==> src/rtl/ram_arbiter.sv <==
// rtl/ram_arbiter.sv - round-robin arbiter with bounded lock sharing one single-port RAM
module ram_arbiter #(
  parameter int NReq      = 2,
  parameter int DataWidth = 32,
  parameter int NPos      = 1024,
  parameter int NPosWidth = $clog2(NPos),
  parameter int MaxLock   = 4
) (
  input  logic                      clk_i,
  input  logic                      rst_ni,
  input  logic [NReq-1:0]           req_i,
  input  logic [NReq-1:0]           we_i,
  input  logic [NReq-1:0]           lock_i,
  input  logic [NReq*NPosWidth-1:0] addr_i,
  input  logic [NReq*DataWidth-1:0] wdata_i,
  output logic [NReq-1:0]           gnt_o,
  output logic [NReq-1:0]           rvalid_o,
  output logic [DataWidth-1:0]      rdata_o,
  output logic [NPosWidth-1:0]      ram_a_o,
  output logic                      ram_we_o,
  output logic [DataWidth-1:0]      ram_wd_o,
  input  logic [DataWidth-1:0]      ram_rd_i
);

  localparam int IdxW = (NReq > 1) ? $clog2(NReq) : 1;
  localparam int CntW = $clog2(MaxLock + 1);
  localparam logic [CntW-1:0] CntMax  = CntW'(MaxLock);
  localparam logic [IdxW-1:0] LastRst = IdxW'(NReq - 1);

  typedef enum logic {
    FREE,
    LOCKED
  } state_e;

  state_e               state_q, state_d;
  logic [IdxW-1:0]      last_q;
  logic [IdxW-1:0]      lock_owner_q, lock_owner_d;
  logic [CntW-1:0]      lock_cnt_q, lock_cnt_d;
  logic [CntW-1:0]      lock_cnt_inc;
  logic [NReq-1:0]      rvalid_q, rvalid_d;
  logic [DataWidth-1:0] rdata_q;

  logic                 rr_found;
  logic [IdxW-1:0]      rr_idx;
  logic [IdxW-1:0]      rr_cand;
  logic                 gnt_any;
  logic [IdxW-1:0]      gnt_idx;
  logic [NReq-1:0]      gnt;

  assign lock_cnt_inc = lock_cnt_q + CntW'(1);

  // Round-robin pick: first requester scanning upward from the one after last_q.
  always_comb begin
    rr_found = 1'b0;
    rr_idx   = '0;
    rr_cand  = '0;
    for (int i = 1; i <= NReq; i++) begin
      rr_cand = IdxW'((int'(last_q) + i) % NReq);
      if (!rr_found && req_i[rr_cand]) begin
        rr_found = 1'b1;
        rr_idx   = rr_cand;
      end
    end
  end

  // Arbitration FSM: a locked owner wins while it requests; otherwise fall back to round-robin.
  always_comb begin
    state_d      = state_q;
    lock_owner_d = lock_owner_q;
    lock_cnt_d   = lock_cnt_q;
    gnt_any      = 1'b0;
    gnt_idx      = '0;
    if (state_q == LOCKED && req_i[lock_owner_q]) begin
      gnt_any    = 1'b1;
      gnt_idx    = lock_owner_q;
      lock_cnt_d = lock_cnt_inc;
      if (!lock_i[lock_owner_q] || lock_cnt_inc == CntMax) begin
        state_d    = FREE;
        lock_cnt_d = '0;
      end
    end else begin
      state_d    = FREE;
      lock_cnt_d = '0;
      if (rr_found) begin
        gnt_any = 1'b1;
        gnt_idx = rr_idx;
        if (lock_i[rr_idx] && (MaxLock > 1)) begin
          state_d      = LOCKED;
          lock_owner_d = rr_idx;
          lock_cnt_d   = CntW'(1);
        end
      end
    end
  end

  // One-hot grant, forced low while reset is asserted.
  always_comb begin
    gnt = '0;
    for (int k = 0; k < NReq; k++) begin
      gnt[k] = rst_ni && gnt_any && (gnt_idx == IdxW'(k));
    end
  end

  // RAM port mux: granted requester's slice, all zero when idle.
  always_comb begin
    ram_a_o  = '0;
    ram_we_o = 1'b0;
    ram_wd_o = '0;
    for (int k = 0; k < NReq; k++) begin
      if (gnt[k]) begin
        ram_a_o  = addr_i[k*NPosWidth +: NPosWidth];
        ram_we_o = we_i[k];
        ram_wd_o = wdata_i[k*DataWidth +: DataWidth];
      end
    end
  end

  assign rvalid_d = gnt & ~we_i;

  // State, priority pointer, lock bookkeeping and the registered read response.
  always_ff @(posedge clk_i or negedge rst_ni) begin
    if (!rst_ni) begin
      state_q      <= FREE;
      last_q       <= LastRst;
      lock_owner_q <= '0;
      lock_cnt_q   <= '0;
      rvalid_q     <= '0;
      rdata_q      <= '0;
    end else begin
      state_q      <= state_d;
      lock_owner_q <= lock_owner_d;
      lock_cnt_q   <= lock_cnt_d;
      rvalid_q     <= rvalid_d;
      if (gnt_any) begin
        last_q <= gnt_idx;
      end
      if (|rvalid_d) begin
        rdata_q <= ram_rd_i;
      end
    end
  end

  assign gnt_o    = gnt;
  assign rvalid_o = rvalid_q;
  assign rdata_o  = rdata_q;

endmodule
==> config.mk <==
export PLATFORM = sky130hd
export DESIGN_NAME = ram_arbiter
export DESIGN_NICKNAME = d
export VERILOG_FILES = /design/src/rtl/ram_arbiter.sv
export SDC_FILE = /design/constraint.sdc
export NUM_CORES = 1
export LEC_CHECK = 0
export ABC_AREA = 1
export CORE_MARGIN = 3
export CORE_UTILIZATION = 34
export CTS_CLUSTER_SIZE = 30
export DETAILED_ROUTE_END_ITERATION = 7
export GPL_TIMING_DRIVEN = 0
export PLACE_DENSITY = 0.92
export SETUP_SLACK_MARGIN = 0.2
export SLEW_MARGIN = 20
export SYNTH_ARGS = -nofsm -noshare
export SYNTH_HDL_FRONTEND = slang
export SYNTH_SLANG_ARGS = --single-unit
export TNS_END_PERCENT = 100
==> constraint.sdc <==
create_clock -name clk_i -period 2.9 [get_ports clk_i]
set_input_delay 0.58 -clock clk_i [delete_from_list [all_inputs] [get_ports clk_i]]
set_output_delay 0.58 -clock clk_i [all_outputs]
set_load 0.01 [all_outputs]
==> impl_results.md <==
- Status: finished clean
- Final wirelength: 9.07 mm
- Sequential share of the synthesized area: 43.5%
- Net Switching: 1.10 mW
- Syn_nets: 456
- Wire per inst: 14.5 um
- Clock buffer count from CTS: 5
- Core Rows: 29
- Relative slew slack: 79.9%
- Worst EP arrival: 1.99 ns
- Final Skew: 0.0101 ns
- Worst path cell trace: buf_6 -> inv_1 -> nor2_4 -> nand3_2 -> o22ai_1 -> clkdlybuf4s50_1
- Final Max Slew Viols: 0
- Routed Antenna Nets: 0
- Clock sinks: 40
- Top-area cell type share of the netlist area: 42.4%
- Setup CP Type: input pin to output port
- Buf+Inv Stages, Crit Path: 3
- Routability cong.: 0.905
- DP Area: 4440 um^2
- Crit end category: output port
- Antenna cells: 0
- Maximum vdd drop: 509 uV
- Clk pwr share: 14.7%
- Core Area: 6460 um^2
- Yosys reg bits: 40
- Fin crit period: 2.57 ns
- Hold Crit Class: input pin to asynchronous set/reset pin
- Post-synth top area cell: dfrtp_1
- CP peak stage delay: 0.59 ns
- Hold Violations, Final: 0
- Global-route wire length before repair: 13.6 mm
- Setup ws final: 0.331 ns
- Yosys warns: 0
- Die height: 88.3 um
- Tightest Pin Transition: 0.301 ns
- RSZ-0062 raised after global routing: false
- Avg Cell Area, Syn: 6.98 um^2
- First-pass DRT Iterations: 4
- Longest Clk Path Bufs: 2
- Share of post-route cells with drive strength above 1: 9.31%
- Final setup vio count: 0
- Design Power: 3.10 mW
- Yosys cell types: 21
- CP max FO: 19
- Drt first-iter violations: 88
- TNS Setup: 0 ns
- Largest net degree at the start of global routing: 24
- Die Wd: 88.3 um
- Final HPWL DP: 7.49 mm
- Max-cap violations: 0
- Cell family with the largest share of critical-path delay: buffers and inverters
- Fin cells: 625
- LEAKAGE: 2.44 nW
- H-Tree Depth: 2
- CTS Hold Bufs: 0
- Synth Instances: 330
- Ports: 203
- CTS tree: built
- Design area: 4590 um^2
- Vias per cell: 4.67
- Clock root buffer: clkbuf_8
- Worst-skew pair later-pin latency: 0.29 ns
- Fraction of power consumed by sequential logic: 31.4%
- Vias in the first global route: 2,841
- Net Sw Frac: 35.7%
- Logic gate share of total power: 53.9%
- Pre-CTS setup slack: -0.314 ns
- WP data required: 2.32 ns
- Remaining global-route overflow: 0
- Die Area: 7800 um^2
- Crit share post-route: 88.6%
- # fillers: 544
- IO buf count: 202
- DRC: 0
- Worst Setup Start Kind: input pin
- P per Cell Area: 675 nW/um^2
- DR vias: 2,920
- Gr usage total: 22.1%
- Peak Freq: 0.389 GHz
- Syn-to-layout area delta: 99.2%
- Synthesized area: 2300 um^2
- Nets: 673
- Clock slew at the register clock pins of the worst setup and hold paths: 0.08 ns
- Int Power: 1.99 mW
- Placed cell count: 610
- Initial core utilization: 35.7%
- Synth top area cells: dfrtp_1, nand2_1, nand3_1, buf_6, inv_1
- Initial antenna violation count: 0
- Worst path slowest cell: clkdlybuf4s50_1
## cell families after synthesis
group	share of synthesized area (%)
AND/OR/NAND/NOR	45.6
XOR/XNOR	0.380
flip-flops	43.5
buffers and inverters	8.26
AO/OA/AOI/OAI	1.14
adder cells (fa/ha/maj)	1.09
## worst paths after layout
check / start / end / slack [ns] / depth (start not counted)
max: rst_ni / ram_we_o / 0.33 / 6
min: rst_ni / rdata_o[17] / 0.11 / 1
max reg2reg: last_q / rdata_o[23] / 1.33 / 9
min reg2reg: last_q / last_q / 0.52 / 2
max in group asynchronous: rst_ni / rdata_o[26] / 2.42 / 2
min in group clk_i: last_q / last_q / 0.52 / 2
## flip-flops by register name, indices dropped and copies added (netlist names)
register	count
state_q	1
rdata_o	32
last_q	1
lock_owner_q	1
rvalid_o	2
lock_cnt_q	3
## layer usage
metal | track usage, % | wire, um
met5 | 0 | 0
met4 | 8.65 | 296
met3 | 6.24 | 788
met1 | 23.3 | 3240
met2 | 41.4 | 4750
## power groups by stage
| stage | Combinational (mW) | Sequential (mW) | Clock, mW |
|---|---|---|---|
| 2_1_floorplan | 0.597 | 1.06 | 0 |
| 3_3_place_gp | 1.66 | 0.963 | 0 |
| 3_5_place_dp | 1.72 | 0.970 | 0 |
| 4_1_cts | 1.69 | 0.972 | 0.470 |
| 5_1_grt | 1.83 | 1.00 | 0.491 |
| 6_report | 1.67 | 0.971 | 0.455 |
## layout by cell type (no fill, tap or decap)
master	n
a21oi_1	1
buf_16	1
buf_2	4
buf_4	9
buf_6	12
bufinv_16	1
clkbuf_2	3
clkbuf_8	5
clkdlybuf4s50_1	155
clkinv_2	1
clkinvlp_4	1
dfrtp_1	39
dfstp_2	1
dlygate4sd2_1	42
dlymetal6s2s_1	1
ha_1	2
inv_1	13
inv_4	2
nand2_1	200
nand2_2	3
nand2_4	2
nand3_1	34
nand3_2	3
nand3_4	1
nand4_4	1
nor2_1	5
nor2_4	1
o21ai_0	3
o22ai_1	1
xor2_1	1
## cell usage after synthesis (all sizes together)
cell,n
o22ai,1
buf,17
nor2,6
dfrtp,39
nand3,38
inv,15
dfstp,1
ha,2
o21ai,3
xor2,1
a21oi,1
nand2,205
nand4,1
## stage by stage
stage,hold slack (ns),util (%)
2_1_floorplan,0.284,-
3_3_place_gp,0.493,68.5
3_5_place_dp,0.498,68.8
4_1_cts,0.151,71.0
5_1_grt,0.108,71.1
6_report,0.113,71.1
## repair_timing
item                                    CTS  global route
endpoints found under the setup margin   45            12
buffers inserted                          6             1
endpoints found under the hold margin     0             0
pin swaps                                 1             1
resized for setup                        59             8
gates cloned                              0             0
## layout make-up
class / instances / area (um^2) / share of cell area (%)
timing repair buffer: 210 / 2040 / 44.4
multi-input combinational: 258 / 1120 / 24.4
sequential: 40 / 1000 / 21.8
buffer: 17 / 159 / 3.46
tap: 77 / 96.3 / 2.10
clock buffer: 5 / 68.8 / 1.50
inverter: 15 / 61.3 / 1.34
clock inverter: 3 / 42.5 / 0.927
(Power assumes the default switching activity.)
